$ cat src/rtl/spi_master.sv
// SPI master: one DATAWIDTH-bit full-duplex transfer per accepted request,
// MSB first, SPI modes 0-3, valid/ready on the parallel side, no chip-select.
module spi_master #(
  parameter int SPI_MODE          = 0,
  parameter int CLKS_PER_HALF_BIT = 2,
  parameter int DATAWIDTH         = 8
) (
  input  logic                 i_clk,
  input  logic                 i_reset,
  input  logic [DATAWIDTH-1:0] i_tx_data,
  input  logic                 i_tx_valid,
  output logic                 o_tx_ready,
  output logic                 o_rx_valid,
  output logic [DATAWIDTH-1:0] o_rx_data,
  output logic                 o_spi_clk,
  input  logic                 i_spi_MISO,
  output logic                 o_spi_MOSI
);

  localparam logic CPOL = 1'((SPI_MODE >> 1) & 1);
  localparam logic CPHA = 1'(SPI_MODE & 1);

  localparam int unsigned HALF_W = (CLKS_PER_HALF_BIT > 1) ? $clog2(CLKS_PER_HALF_BIT) : 1;
  localparam int unsigned EDGE_W = $clog2(2 * DATAWIDTH + 1);

  localparam logic [HALF_W-1:0] HALF_LAST  = HALF_W'(CLKS_PER_HALF_BIT - 1);
  localparam logic [EDGE_W-1:0] EDGE_TOTAL = EDGE_W'(2 * DATAWIDTH);
  localparam logic [EDGE_W-1:0] EDGE_LAST  = EDGE_W'(2 * DATAWIDTH - 1);

  typedef enum logic {
    IDLE,
    XFER
  } state_t;

  state_t state, state_next;

  logic [HALF_W-1:0]    half_cnt;
  logic [EDGE_W-1:0]    edge_cnt;
  logic [DATAWIDTH-1:0] tx_shift;
  logic [DATAWIDTH-1:0] rx_shift;

  logic accept;
  logic done;
  logic sclk_edge;
  logic leading;
  logic last_edge;
  logic first_cycle;
  logic drive_mosi;
  logic sample_miso;

  // State register.
  always_ff @(posedge i_clk or posedge i_reset) begin
    if (i_reset) begin
      state <= IDLE;
    end else begin
      state <= state_next;
    end
  end

  // Next-state and per-cycle strobes: accept, completion, SCLK edge and its kind.
  always_comb begin
    state_next  = state;
    accept      = 1'b0;
    done        = 1'b0;
    sclk_edge   = 1'b0;
    leading     = 1'b0;
    last_edge   = 1'b0;
    first_cycle = 1'b0;
    case (state)
      IDLE: begin
        if (i_tx_valid && o_tx_ready) begin
          accept     = 1'b1;
          state_next = XFER;
        end
      end
      XFER: begin
        first_cycle = (edge_cnt == '0) && (half_cnt == '0);
        if (edge_cnt == EDGE_TOTAL) begin
          done       = 1'b1;
          state_next = IDLE;
        end else if (half_cnt == HALF_LAST) begin
          sclk_edge = 1'b1;
          // edge_cnt counts edges already produced, so an even count means the
          // edge being produced now is odd-numbered, i.e. a leading edge
          leading   = ~edge_cnt[0];
          last_edge = (edge_cnt == EDGE_LAST);
        end
      end
      default: state_next = IDLE;
    endcase
  end

  // CPHA=0 launches the MSB in the first XFER cycle and later bits on trailing
  // edges (the final trailing edge launches nothing); CPHA=1 launches on leading edges.
  always_comb begin
    drive_mosi  = 1'b0;
    sample_miso = 1'b0;
    if (CPHA) begin
      drive_mosi = sclk_edge && leading;
    end else begin
      drive_mosi = first_cycle || (sclk_edge && !leading && !last_edge);
    end
    sample_miso = sclk_edge && (leading != CPHA);
  end

  // Datapath: counters, SCLK, shift registers and handshake outputs.
  always_ff @(posedge i_clk or posedge i_reset) begin
    if (i_reset) begin
      half_cnt   <= '0;
      edge_cnt   <= '0;
      tx_shift   <= '0;
      rx_shift   <= '0;
      o_tx_ready <= 1'b0;
      o_rx_valid <= 1'b0;
      o_rx_data  <= '0;
      o_spi_MOSI <= 1'b0;
      o_spi_clk  <= CPOL;
    end else begin
      o_rx_valid <= 1'b0;
      if (accept) begin
        tx_shift   <= i_tx_data;
        rx_shift   <= '0;
        half_cnt   <= '0;
        edge_cnt   <= '0;
        o_tx_ready <= 1'b0;
      end else if (done) begin
        o_rx_data  <= rx_shift;
        o_rx_valid <= 1'b1;
        o_tx_ready <= 1'b1;
        o_spi_clk  <= CPOL;
      end else if (state == IDLE) begin
        o_tx_ready <= 1'b1;
      end else if (sclk_edge) begin
        half_cnt  <= '0;
        edge_cnt  <= edge_cnt + 1'b1;
        o_spi_clk <= ~o_spi_clk;
      end else begin
        half_cnt <= half_cnt + 1'b1;
      end

      if (drive_mosi) begin
        o_spi_MOSI <= tx_shift[DATAWIDTH-1];
        tx_shift   <= tx_shift << 1;
      end

      if (sample_miso) begin
        rx_shift <= {rx_shift[DATAWIDTH-2:0], i_spi_MISO};
      end
    end
  end

endmodule

$ cat config.mk
export PLATFORM = sky130hd
export DESIGN_NAME = spi_master
export DESIGN_NICKNAME = d
export VERILOG_FILES = /design/src/rtl/spi_master.sv
export SDC_FILE = /design/constraint.sdc
export NUM_CORES = 1
export LEC_CHECK = 0
export BUFFER_PORTS_ARGS = -buffer_cell sky130_fd_sc_hd__buf_2
export CELL_PAD_IN_SITES_DETAIL_PLACEMENT = 1
export CELL_PAD_IN_SITES_GLOBAL_PLACEMENT = 1
export CORE_MARGIN = 2
export CORE_UTILIZATION = 46
export CTS_CLUSTER_SIZE = 16
export DETAILED_ROUTE_END_ITERATION = 8
export PLACE_DENSITY = 0.83
export SETUP_SLACK_MARGIN = 0.5
export SYNTH_ARGS = -nofsm -noshare
export SYNTH_HDL_FRONTEND = slang
export SYNTH_SLANG_ARGS = --single-unit
$ cat constraint.sdc
create_clock -name i_clk -period 3.5 [get_ports i_clk]
set_input_delay 0.175 -clock i_clk [delete_from_list [all_inputs] [get_ports i_clk]]
set_output_delay 0.175 -clock i_clk [all_outputs]
set_load 0.02 [all_outputs]
==> results of run 1 <==
-- metrics by stage --
step                      power [mW]  hold WS (ps)  setup WS, ps  cell area (µm²)  utilization, %
after floorplan                 1.19           306          1540             1530               -
after global placement          1.32           286          1380             1680            54.2
after detailed placement        1.38           296          1270             1680            54.2
after CTS                       1.69          72.2          1250             1780            57.3
after global routing            1.80          75.2          1140             1780            57.3
final                           1.67          78.0          1270             1780            57.3
-- sequential cells by signal (all words and copies together), names as in the netlist --
register and flops:
o_rx_data 8, half_cnt 1, edge_cnt 5, tx_shift 8, rx_shift 8, o_spi_MOSI 1, state 1, o_tx_ready 1
o_rx_valid 1, o_spi_clk 1
-- worst reg2reg max path: cells and delay by family (launching register included) --
kind	cells	cell delay (ps)
compound gates	1	440
flops	1	430
buf+inv	1	110
mux	1	400
simple gates	2	530
fa+ha+maj	1	230
-- Yosys cell counts --
cell type,n
nand2_1,15
or2_4,1
inv_1,15
ha_1,3
and4bb_4,1
nand3_1,11
nand4_1,1
o21ai_0,19
mux2_2,16
o211ai_1,2
a21oi_1,2
and3_1,1
or2_2,1
o31ai_4,1
xor2_1,1
or3_1,1
nand2b_1,1
dfrtp_1,35
clkbuf_1,6
o31ai_1,2
nor2_1,6
-- layer usage --
metal	track usage, %	vias to the layer above	share of wire, %
met5	0	-	0
met3	6.30	5	4.1
met1	20.6	535	42
met2	34.4	22	52
met4	6.99	0	1.4
li1	-	522	-
-- worst min-delay path by stage --
| stage | to | slack (ps) | depth (start not counted) |
|---|---|---|---|
| 5_1_grt | tx_shift[0] | 80 | 3 |
| 2_1_floorplan | tx_shift[0] | 310 | 2 |
| 6_report | tx_shift[0] | 80 | 3 |
| 3_3_place_gp | tx_shift[2] | 290 | 3 |
| 4_1_cts | tx_shift[0] | 70 | 3 |
| 3_5_place_dp | tx_shift[0] | 300 | 3 |
-- placed cells by master, fill, tap and decap left out, types with 2 or more instances in the layout --
cell	Yosys	layout
clkbuf_4	0	5
nand2_1	15	15
mux2_2	16	16
ha_1	3	3
buf_2	0	23
nand3_1	11	11
o21ai_0	19	19
dfrtp_1	35	35
o31ai_1	2	2
inv_1	15	15
o211ai_1	2	2
nor2_1	6	6
a21oi_1	2	2
-- kinds of logic after synthesis --
family	count (synthesis)	synth area share [%]
buffers and inverters	21	5.16
adders and majority gates	3	2.46
DFF	35	57.3
and+or+nand+nor	39	12.4
xor gates and xnor gates	1	0.573
AOI/OAI and AO/OA	26	10.2
muxes	16	11.8
-- cell type report --
class | count | area share [%]
Tap cell | 44 | 3.09
Clock inverter | 2 | 1.97
Multi-Input combinational cell | 85 | 32.2
Sequential cell | 35 | 49.2
Inverter | 15 | 3.16
Clock buffer | 6 | 2.88
Timing Repair Buffer | 25 | 7.45
-- power by group --
| group | internal [mW] | total, mW | leakage, nW | switching, mW |
|---|---|---|---|---|
| Combinational | 0.288 | 0.671 | 0.357 | 0.383 |
| Sequential | 0.579 | 0.694 | 0.450 | 0.115 |
| Clock | 0.169 | 0.305 | 0.0482 | 0.137 |
| Total | 1.04 | 1.67 | 0.855 | 0.635 |
==> flow_metrics.env, run 1 <==
export IMPL_status="complete, no violations"
export IMPL_syn_nets=156
export IMPL_cp_slowest_cell="dfrtp_1"
export IMPL_cts_tree="done"
export IMPL_yosysSeqAreaShare_pct=57.3
export IMPL_criticalPathCategory="register to register"
export IMPL_setup_viol=0
export IMPL_drive_gt1_share_pct=31.0
export IMPL_first_global_vias=1147
export IMPL_ctsResizeCount=0
export IMPL_min_period_ps=2230
export IMPL_syn_avg_cell_area_um2=10.8
export IMPL_cts_max_level=2
export IMPL_yosysWarnings=0
export IMPL_r2r_slack_ps=1270
export IMPL_vias_per_cell=5.11
export IMPL_required_ps=3740
export IMPL_pin_count=24
export IMPL_crit_start="edge_cnt[0]"
export IMPL_ys_ff_latch=35
export IMPL_crit_fanout=11
export IMPL_hold_start="i_tx_data[0]"
export IMPL_port_buffers=23
export IMPL_worst_path_stages=6
export IMPL_grt_pass1_wl_um=5090
export IMPL_cap_viol_max_count=0
export IMPL_cts_sinks=35
export IMPL_hpwl_um=2220
export IMPL_die_w_um=61.6
export IMPL_cts_hold_buf=1
export IMPL_grt_setup_unrepaired="false"
export IMPL_min_path_type="input port to register"
export IMPL_placedCellCount=203
export IMPL_layout_area_overhead_vs_synth_pct=16.5
export IMPL_slew_viol_final=0
export IMPL_grt_overflow=0
export IMPL_post_cts_buffers=0
export IMPL_totalWireLength_um=3070
export IMPL_syn_inst=141
export IMPL_p_leak_nw=0.855
export IMPL_tns_ps=0
export IMPL_clock_skew_ps=6.80
export IMPL_worstMarginPinSlew_ps=713
export IMPL_crit_family="simple AND/OR/NAND/NOR gates"
export IMPL_cts_inserted_buffers=5
export IMPL_cellPowerDensity_nw_per_um2=939
export IMPL_antenna_found_initial=0
export IMPL_worstReg2RegEnd="tx_shift[5]"
export IMPL_drc=0
export IMPL_antenna_cells=0
export IMPL_root_buffer="clkbuf_4"
export IMPL_num_rows=20
export IMPL_crit_chain="inv_1, ha_1, and4bb_4, or2_4, o31ai_4, mux2_2"
export IMPL_max_slew_margin_pct=52.3
export IMPL_initial_utilization_pct=49.2
export IMPL_grt_max_degree=36
export IMPL_cp_endpoint="tx_shift[5]"
export IMPL_die_h_um=61.6
export IMPL_multi_input_area_um2=573
export IMPL_instances_no_fill=212
export IMPL_clock_path_buffers=2
export IMPL_yosysTopAreaCell="dfrtp_1"
export IMPL_synth_area_um2=1530
export IMPL_vias=1084
export IMPL_rr_worst_depth=6
export IMPL_grt_usage_pct=19.0
export IMPL_slowest_delay_ps=430
export IMPL_core_um2=3100
export IMPL_ant_nets=0
export IMPL_nFillCells=358
export IMPL_worstSetupEndpointType="register"
export IMPL_post_drt_wl_per_cell_um=14.5
export IMPL_ir_drop_mv=0.373
export IMPL_rr_startpoint="edge_cnt[0]"
export IMPL_first_pass_iters=4
export IMPL_arrival_ps=2470
export IMPL_post_route_period_util_pct=63.8
export IMPL_synthTopCellsByArea="dfrtp_1 57%, mux2_2 12%, o21ai_0 6.2%"
export IMPL_fp_dieArea_um2=3800
export IMPL_path_clk_slew_ps=100
export IMPL_yosys_area_top_type_share_pct=57.3
export IMPL_drt_iter0_drc=49
export IMPL_crit_buf_inv=1
export IMPL_finalHoldViolations=0
export IMPL_worstSetupStartpointType="register"
export IMPL_yosysUniqueCellTypes=21
export IMPL_regArea_um2=876
export IMPL_gp_congestion=0.820
export IMPL_clock_latency_ps=350
export IMPL_fmax_mhz=447
export IMPL_layout_nets=182
Note: power is estimated with default switching activity, not from simulation.
==> run 2: changes to the inputs <==
- CORE_UTILIZATION: 46 -> 43
- PLACE_DENSITY: 0.83 -> 0.78
- clock period: 3.5 -> 2.1 ns (I/O delays scaled with it)
==> flow_metrics.env, run 2 (same netlist as run 1, synthesis figures left out) <==
export IMPL_status="complete, no violations"
export IMPL_required_ps=2320
export IMPL_nFillCells=390
export IMPL_instances_no_fill=226
export IMPL_clock_skew_ps=5.59
export IMPL_crit_chain="buf_6, ha_2, and3_4, ha_4, o31ai_4, buf_6, buf_12, mux2_4"
export IMPL_core_um2=3360
export IMPL_die_w_um=63.6
export IMPL_grt_overflow=0
export IMPL_post_drt_wl_per_cell_um=15.4
export IMPL_cts_max_level=2
export IMPL_slowest_delay_ps=420
export IMPL_antenna_found_initial=0
export IMPL_cts_sinks=35
export IMPL_layout_area_overhead_vs_synth_pct=28.7
export IMPL_layout_commonest_cell="dfrtp_1"
export IMPL_drc=0
export IMPL_max_slew_margin_pct=71.6
export IMPL_r2r_slack_ps=120
export IMPL_fp_dieArea_um2=4050
export IMPL_drive_gt1_share_pct=39.4
export IMPL_pin_count=24
export IMPL_grt_usage_pct=19.3
export IMPL_cellPowerDensity_nw_per_um2=1620
export IMPL_cts_tree="done"
export IMPL_grt_setup_unrepaired="true"
export IMPL_arrival_ps=2200
export IMPL_totalWireLength_um=3470
export IMPL_fmax_mhz=505
export IMPL_min_path_type="input port to register"
export IMPL_vias=1175
export IMPL_crit_fanout=5
export IMPL_vias_per_cell=5.20
export IMPL_crit_start="edge_cnt[1]"
export IMPL_worstMarginPinSlew_ps=426
export IMPL_ir_drop_mv=0.732
export IMPL_finalHoldViolations=0
export IMPL_first_global_vias=1236
export IMPL_port_buffers=23
export IMPL_first_pass_iters=4
export IMPL_final_cell_mix="35 x dfrtp_1, 23 x buf_2, 15 x nand2_1"
export IMPL_largestRegisters="o_rx_data x8, rx_shift x8, tx_shift x8"
export IMPL_criticalPathCategory="register to register"
export IMPL_antenna_cells=0
export IMPL_p_leak_nw=0.928
export IMPL_place_area_um2=1750
export IMPL_worstReg2RegEnd="tx_shift[5]"
export IMPL_grt_pass1_wl_um=5930
export IMPL_design_area_um2=1970
export IMPL_grt_max_degree=36
export IMPL_cap_viol_max_count=0
export IMPL_hpwl_um=2150
export IMPL_post_route_period_util_pct=94.3
export IMPL_root_buffer="clkbuf_4"
export IMPL_num_rows=21
export IMPL_layout_nets=194
export IMPL_worstSetupStartpointType="register"
export IMPL_path_clk_slew_ps=100
export IMPL_clock_latency_ps=330
export IMPL_tns_ps=0
export IMPL_rr_startpoint="edge_cnt[1]"
export IMPL_drt_iter0_drc=24
export IMPL_initial_utilization_pct=45.4
export IMPL_whs_ps=34.3
export IMPL_clock_path_buffers=2
export IMPL_gp_congestion=0.759
export IMPL_crit_top_cell="buf_6"
export IMPL_die_h_um=63.6
export IMPL_placedCellCount=208
export IMPL_cp_slowest_cell="dfrtp_1"
export IMPL_ant_nets=0
export IMPL_cp_endpoint="tx_shift[5]"
export IMPL_slew_viol_final=0
export IMPL_rr_worst_depth=8
export IMPL_worstSetupEndpointType="register"
export IMPL_fin_util_pct=58.4
export IMPL_cts_inserted_buffers=5
export IMPL_setup_viol=0
export IMPL_min_period_ps=1980
[run 2: cell types whose count changed in the layout (fill, tap and decap cells not counted), sizes merged]
| cell | before | now |
|---|---|---|
| clkbuf | 6 | 7 |
| bufinv | 1 | 0 |
| or3 | 1 | 2 |
| dlygate4sd3 | 1 | 2 |
| buf | 24 | 34 |
[run 2: worst min-delay path by stage]
stage,cells past startpoint,endpoint,start
2_1_floorplan,2,rx_shift[0],i_spi_MISO
3_3_place_gp,3,o_rx_data[3],i_reset
3_5_place_dp,3,o_rx_data[4],i_reset
4_1_cts,3,tx_shift[0],i_tx_data[0]
5_1_grt,3,tx_shift[0],i_tx_data[0]
6_report,3,tx_shift[0],i_tx_data[0]
[run 2: final cells by class]
cell class | count | area (µm²) | area share, %
inverters | 15 | 56.3 | 2.86
clock buffers | 7 | 45.0 | 2.29
well taps | 46 | 57.6 | 2.93
multi-input cells | 86 | 664 | 33.8
flip-flops and latches | 35 | 876 | 44.6
clock inverters | 1 | 5.00 | 0.255
repair buffers | 36 | 262 | 13.3
[run 2: stage by stage]
stage	setup slack, ps	power, mW
after floorplan	185	2.08
after global placement	150	2.35
after detailed placement	88.3	2.43
after CTS	117	3.09
after global routing	77.6	3.41
final	119	3.18
[run 2: report_power, final]
part | total, mW | switching (mW) | internal [mW]
Clock | 0.340 | 0.209 | 0.130
Combinational | 1.67 | 0.801 | 0.872
Sequential | 1.16 | 0.197 | 0.966
[run 2: repair_timing]
action,in CTS,in global routing
resized for setup,12,8
gates cloned,1,1
setup endpoints to repair,22,27
endpoints found under the hold margin,36,0
setup buffers,4,2
pin swaps,3,3
hold buffers,2,0
[run 2: worst max-delay path: cells and delay by family (launching register included)]
kind            cells  cell delay (ps)
compound gates      1              230
fa+ha+maj           2              340
buf+inv             3              410
flops               1              420
mux                 1              290
simple gates        1              190
[run 2: routing by layer]
metal / global-route usage (%) / routed length [µm] / part of all wire, %
met1: 22.4 / 1470 / 42
met2: 33.6 / 1810 / 52
met3: 5.89 / 111 / 3.2
met4: 6.79 / 87 / 2.5
met5: 0 / 0 / 0
